<file path="src/rtl/proc_cmd_pkg.sv">
// rtl/proc_cmd_pkg.sv - command codes and executor state encoding shared with the decoder side
package proc_cmd_pkg;

   // Command codes produced by the 3-bit decoder, widened to a byte
   typedef enum logic [7:0] {
      CMD_RST    = 8'h00,
      CMD_WD_WR  = 8'h01,
      CMD_WD_RD  = 8'h02,
      CMD_RAM_WR = 8'h03,
      CMD_MEM_WR = 8'h04,
      CMD_MEM_RD = 8'h05,
      CMD_RSV6   = 8'h06,
      CMD_RSV7   = 8'h07
   } cmd_e;

   // Executor control states
   typedef enum logic [1:0] {
      IDLE = 2'd0,
      EXEC = 2'd1,
      BUS  = 2'd2
   } exec_state_e;

   localparam logic [7:0] CMD_LAST_LEGAL = 8'h07;

   // True for the three commands that go out on the memory bus
   function automatic logic is_bus_cmd(input logic [7:0] code);
      return (code == CMD_RAM_WR) || (code == CMD_MEM_WR) || (code == CMD_MEM_RD);
   endfunction

endpackage

</file>
<file path="src/rtl/wdt_counter.sv">
// rtl/wdt_counter.sv - loadable down-counting watchdog with single-cycle expiry pulse
module wdt_counter
   import proc_cmd_pkg::*;
#(
   parameter int WDT_W = 8
) (
   input  logic             clk,
   input  logic             rst_n,
   input  logic             i_load,
   input  logic             i_clear,
   input  logic [WDT_W-1:0] i_load_val,
   output logic [WDT_W-1:0] o_count,
   output logic             o_expire
);

   logic [WDT_W-1:0] r_count;

   // Clear and load take precedence over the free-running decrement; zero means disarmed
   always_ff @(posedge clk) begin
      if (!rst_n) begin
         r_count <= '0;
      end else if (i_clear) begin
         r_count <= '0;
      end else if (i_load) begin
         r_count <= i_load_val;
      end else if (r_count != '0) begin
         r_count <= r_count - WDT_W'(1);
      end
   end

   // Expiry fires on the edge that takes the count from 1 to 0, unless overridden
   assign o_expire = (r_count == WDT_W'(1)) && !i_load && !i_clear;
   assign o_count  = r_count;

endmodule

</file>
<file path="src/rtl/cmd_executor.sv">
// rtl/cmd_executor.sv - executes decoded commands locally or over a req/ack memory bus (option: CMD_EXEC_TIMEOUT_EN)
module cmd_executor
   import proc_cmd_pkg::*;
#(
   parameter int DATA_W      = 8,
   parameter int ADDR_W      = 8,
   parameter int WDT_W       = 8,
   parameter int TIMEOUT_CYC = 255
) (
   input  logic              clk,
   input  logic              rst_n,
   input  logic [7:0]        cmd_code,
   input  logic              cmd_valid,
   output logic              cmd_ready,
   input  logic [ADDR_W-1:0] cmd_addr,
   input  logic [DATA_W-1:0] wr_data,
   output logic              mem_req,
   output logic              mem_we,
   output logic              mem_sel,
   output logic [ADDR_W-1:0] mem_addr,
   output logic [DATA_W-1:0] mem_wdata,
   input  logic              mem_ack,
   input  logic [DATA_W-1:0] mem_rdata,
   output logic [DATA_W-1:0] rd_data,
   output logic              rd_valid,
   output logic              wdt_expired,
   output logic              err
);

   exec_state_e       r_state;
   logic              r_cmd_ready;
   logic              r_mem_req;
   logic              r_mem_we;
   logic              r_mem_sel;
   logic [ADDR_W-1:0] r_mem_addr;
   logic [DATA_W-1:0] r_mem_wdata;
   logic [DATA_W-1:0] r_rd_data;
   logic              r_rd_valid;
   logic              r_wdt_expired;
   logic              r_err;

   logic              w_accept;
   logic              w_wdt_load;
   logic              w_wdt_clear;
   logic              w_wdt_expire;
   logic [WDT_W-1:0]  w_wdt_count;

`ifdef CMD_EXEC_TIMEOUT_EN
   // Wait counter is at least a byte wide and always wide enough to reach TIMEOUT_CYC
   localparam int TW = ($clog2(TIMEOUT_CYC + 1) > 8) ? $clog2(TIMEOUT_CYC + 1) : 8;
   logic [TW-1:0]     r_wait_cnt;
   logic              w_timeout;
   assign w_timeout = (r_wait_cnt == TW'(TIMEOUT_CYC - 1));
`else
   logic              w_unused_timeout;
   assign w_unused_timeout = ^TIMEOUT_CYC;
`endif

   // Accept only while idle; cmd_ready is a registered mirror of the IDLE state
   assign w_accept    = cmd_valid && r_cmd_ready;
   assign w_wdt_clear = w_accept && (cmd_code == CMD_RST);
   assign w_wdt_load  = w_accept && (cmd_code == CMD_WD_WR);

   wdt_counter #(
      .WDT_W (WDT_W)
   ) u_wdt (
      .clk        (clk),
      .rst_n      (rst_n),
      .i_load     (w_wdt_load),
      .i_clear    (w_wdt_clear),
      .i_load_val (wr_data[WDT_W-1:0]),
      .o_count    (w_wdt_count),
      .o_expire   (w_wdt_expire)
   );

   // Command FSM with registered bus, status and read-result outputs
   always_ff @(posedge clk) begin
      if (!rst_n) begin
         r_state       <= IDLE;
         r_cmd_ready   <= 1'b1;
         r_mem_req     <= 1'b0;
         r_mem_we      <= 1'b0;
         r_mem_sel     <= 1'b0;
         r_mem_addr    <= '0;
         r_mem_wdata   <= '0;
         r_rd_data     <= '0;
         r_rd_valid    <= 1'b0;
         r_wdt_expired <= 1'b0;
         r_err         <= 1'b0;
`ifdef CMD_EXEC_TIMEOUT_EN
         r_wait_cnt    <= '0;
`endif
      end else begin
         r_rd_valid <= 1'b0;
         if (w_wdt_expire) begin
            r_wdt_expired <= 1'b1;
         end
         case (r_state)
            IDLE: begin
               if (w_accept) begin
                  r_mem_addr  <= cmd_addr;
                  r_mem_wdata <= wr_data;
                  r_cmd_ready <= 1'b0;
                  if (is_bus_cmd(cmd_code)) begin
                     r_mem_req <= 1'b1;
                     r_mem_we  <= (cmd_code != CMD_MEM_RD);
                     r_mem_sel <= (cmd_code != CMD_RAM_WR);
                     r_state   <= BUS;
`ifdef CMD_EXEC_TIMEOUT_EN
                     r_wait_cnt <= '0;
`endif
                  end else begin
                     r_state <= EXEC;
                     case (cmd_code)
                        CMD_RST: begin
                           r_wdt_expired <= 1'b0;
                           r_err         <= 1'b0;
                           r_rd_data     <= '0;
                        end
                        CMD_WD_WR: begin
                           r_wdt_expired <= 1'b0;
                        end
                        CMD_WD_RD: begin
                           r_rd_data  <= DATA_W'(w_wdt_count);
                           r_rd_valid <= 1'b1;
                        end
                        default: begin
                           r_err <= 1'b1;
                        end
                     endcase
                  end
               end
            end
            EXEC: begin
               r_state     <= IDLE;
               r_cmd_ready <= 1'b1;
            end
            BUS: begin
               if (mem_ack) begin
                  r_mem_req   <= 1'b0;
                  r_state     <= IDLE;
                  r_cmd_ready <= 1'b1;
                  if (!r_mem_we) begin
                     r_rd_data  <= mem_rdata;
                     r_rd_valid <= 1'b1;
                  end
`ifdef CMD_EXEC_TIMEOUT_EN
               end else if (w_timeout) begin
                  r_mem_req   <= 1'b0;
                  r_err       <= 1'b1;
                  r_state     <= IDLE;
                  r_cmd_ready <= 1'b1;
               end else begin
                  r_wait_cnt <= r_wait_cnt + TW'(1);
`endif
               end
            end
            default: begin
               r_state     <= IDLE;
               r_cmd_ready <= 1'b1;
            end
         endcase
      end
   end

   assign cmd_ready   = r_cmd_ready;
   assign mem_req     = r_mem_req;
   assign mem_we      = r_mem_we;
   assign mem_sel     = r_mem_sel;
   assign mem_addr    = r_mem_addr;
   assign mem_wdata   = r_mem_wdata;
   assign rd_data     = r_rd_data;
   assign rd_valid    = r_rd_valid;
   assign wdt_expired = r_wdt_expired;
   assign err         = r_err;

endmodule
</file>
<file path="config.mk">
export PLATFORM = sky130hd
export DESIGN_NAME = cmd_executor
export DESIGN_NICKNAME = d
export VERILOG_FILES = /design/src/rtl/proc_cmd_pkg.sv /design/src/rtl/wdt_counter.sv /design/src/rtl/cmd_executor.sv
export SDC_FILE = /design/constraint.sdc
export NUM_CORES = 1
export LEC_CHECK = 0
export ABC_AREA = 1
export CAP_MARGIN = 30
export CORE_MARGIN = 2
export CORE_UTILIZATION = 62
export CTS_CLUSTER_SIZE = 12
export DETAILED_ROUTE_END_ITERATION = 8
export DONT_BUFFER_PORTS = 1
export GPL_ROUTABILITY_DRIVEN = 1
export PLACE_DENSITY_LB_ADDON = 0.05
export SLEW_MARGIN = 30
export SYNTH_ARGS = -nofsm -noshare
export SYNTH_HDL_FRONTEND = slang
export SYNTH_SLANG_ARGS = --single-unit
</file>
<file path="constraint.sdc">
create_clock -name clk -period 1.6 [get_ports clk]
set_clock_uncertainty 0.05 [all_clocks]
set_input_delay 0.32 -clock clk [delete_from_list [all_inputs] [get_ports clk]]
set_output_delay 0.32 -clock clk [all_outputs]
set_load 0.005 [all_outputs]
</file>
==> impl_metrics.json <==
{
  "seq_area_frac_synth_pct": 39.5,
  "clkPwrFrac_pct": 23.7,
  "post_cts_buffers": 0,
  "period_needed_ps": 1450,
  "syn_inst": 321,
  "fin_cells": 373,
  "r2r_slack_ps": 150,
  "syn_avg_cell_area_um2": 6.47,
  "dp_slack_ps": 122,
  "power_uw": 3040,
  "drt_first_pass_iters": 4,
  "min_delay_worst_endpoint": "wdt_expired",
  "final_common_cell": "nand2_1",
  "hold_class": "primary input to flop",
  "cp_cell_sequence": "inv_2, nor2_8, nand2_2, a21boi_4, nand2_4, nor2_1, nor2_1",
  "rsz0062_at_grt": "true",
  "leakage_uw": 0.00108,
  "ys_ff_latch": 41,
  "grt_antenna_before_repair": 0,
  "grt_use_total_pct": 24.0,
  "synth_area_um2": 2080,
  "dpl_cell_area_um2": 2110,
  "period_share_pct": 90.9,
  "fmax_mhz": 687,
  "wl_um": 4380,
  "ir_worst_vdd_v": 0.000778,
  "critPathArrivalTime_ps": 1670,
  "cp.required_ps": 1810,
  "critical_path.max_stage_delay_ps": 440,
  "via_per_inst": 5.02,
  "root_buffer": "clkbuf_4",
  "ioPinCount": 67,
  "dr.first_iter.drc_count": 85,
  "worstSkewPairLatency_ps": 360,
  "cts_buffers": 5,
  "dieArea_um2": 3830,
  "crit_path_end_kind": "flop",
  "antenna_cells": 0,
  "p_sw_share_pct": 36.1,
  "die_h_um": 61.9,
  "final_cell_mix": "nand2_1, nor2_1, dfxtp_1",
  "clock_path_buffers": 2,
  "wl_per_cell_um": 11.7,
  "setup_viol": 0,
  "powerDensity_nw_per_um2": 1360,
  "h-tree-depth": 2,
  "startpoint_type": "flop",
  "die_width_um": 61.9,
  "tns_ps": 0,
  "p_int_uw": 1950,
  "design_area_um2": 2230,
  "port_buffers": 0,
  "gp_congestion": 0.863,
  "cp-startpoint": "r_state[1]",
  "core-area_um2": 3280,
  "crit_type": "flop to flop",
  "areaGrowthSynthToFinish_pct": 7.66,
  "worst-slew-pin-transition_ps": 355,
  "min_delay_path_depth": 2,
  "layout-drive-gt1-share_pct": 7.95,
  "worstHoldStart": "rst_n",
  "ant_nets": 0,
  "drv_cap": 0,
  "grt_max_degree": 30,
  "slowest_stage": "dfxtp_1",
  "grt_first_pass_wirelength_um": 6740,
  "initial_core_util_pct": 63.2,
  "reg2reg_to": "rd_data[1]",
  "setup_ws_ps": 145,
  "ys_types": 24,
  "grt-ovfl-total": 0,
  "pwr-share-seq_pct": 42.8,
  "reg2reg_from": "r_state[1]",
  "combPwrFrac_pct": 33.6,
  "dp_hpwl_um": 3110,
  "cts.sinks": 41,
  "nNetsFinal": 365,
  "vias": 1874,
  "syn-num-nets": 360,
  "rr_worst_depth": 7,
  "grt_pass1_vias": 1602,
  "yosys_warnings": 0,
  "rows": 21,
  "drc_errors": 0,
  "finalMaxSlewViolations": 0,
  "placed_cells": 363,
  "clk_pin_slew_ps": 120,
  "p_sw_uw": 1100,
  "finalHoldViolCount": 0,
  "slew-limit-headroom_pct": 76.3,
  "cts_tree": "yes",
  "cp_max_fo": 16,
  "cpMostUsedCell": "nor2_1",
  "status": "completed"
}
metal layers:
metal	global-route usage (%)	share of wire (%)	up-vias
li1	-	-	1001
met1	30.0	46	806
met2	38.0	44	62
met3	9.32	8.4	5
met4	8.21	1.5	0
met5	0	0	-
worst max path at each step:
stage                                  end
final                           rd_data[1]
after CTS                     mem_wdata[4]
after detailed placement  u_wdt.o_count[0]
after global routing            rd_data[4]
after global placement    u_wdt.o_count[0]
after floorplan                 rd_data[0]
Yosys cell counts, drive strengths merged:
master	instances	area [um^2]
o22a	1	8.76
ha	3	37.5
dfxtp	41	821
nand3b	1	7.51
a21boi	1	18.8
o21ai	29	149
buf	6	41.3
inv	39	146
or2	1	6.26
xor2	2	17.5
nand2	89	352
clkbuf	2	7.51
a21oi	14	70.1
nand3	21	105
nor2	71	288
sequential cells by signal, summed over array words and instances, names as in the netlist:
signal	count
mem_wdata	8
rd_data	8
mem_sel	1
err	1
cmd_ready	1
u_wdt.o_count	8
rd_valid	1
r_state	2
mem_addr	8
mem_req	1
mem_we	1
wdt_expired	1
cell families after synthesis:
family,after synthesis,share of synthesized area (%)
AOI/OAI and AO/OA,45,11.9
xor gates and xnor gates,2,0.844
adders and majority gates,3,1.81
buffers and inverters,47,9.40
DFF,41,39.5
and+or+nand+nor,183,36.5
worst max-delay path, delay by kind of cell (launching register included):
family | cells | cell delay, ps
AO/OA/AOI/OAI | 1 | 170
buffers and inverters | 1 | 100
flip-flops | 1 | 440
AND/OR/NAND/NOR | 5 | 590
per-stage QoR:
| step | hold slack [ps] | util [%] |
|---|---|---|
| 6_report | 22.3 | 68.0 |
| 5_1_grt | 5.16 | 68.0 |
| 4_1_cts | 6.17 | 67.4 |
| 3_5_place_dp | 367 | 64.4 |
| 3_3_place_gp | 360 | 64.4 |
| 2_1_floorplan | 405 | - |
final cells by class:
| cell class | count | area (um^2) |
|---|---|---|
| inverters | 39 | 150 |
| flip-flops and latches | 41 | 821 |
| fillers | 300 | 1050 |
| multi-input cells | 233 | 1070 |
| repair buffers | 6 | 50.0 |
| clock inverters | 2 | 37.5 |
| clock buffers | 6 | 51.3 |
| well taps | 46 | 57.6 |
power groups by stage:
| stage | Sequential [uW] | Clock (uW) | Combinational (uW) |
|---|---|---|---|
| after floorplan | 1290 | 0 | 806 |
| after global placement | 1320 | 0 | 945 |
| after detailed placement | 1320 | 0 | 965 |
| after CTS | 1300 | 729 | 986 |
| after global routing | 1320 | 769 | 1200 |
| final | 1300 | 720 | 1020 |
repair_timing:
item / 4_1_cts / 5_1_grt
hold endpoints to repair: 1 / 2
setup endpoints to repair: 0 / 6
hold buffers: 1 / 1
gates resized for setup: 0 / 3
No activity file was read; power rests on OpenSTA's default activity.
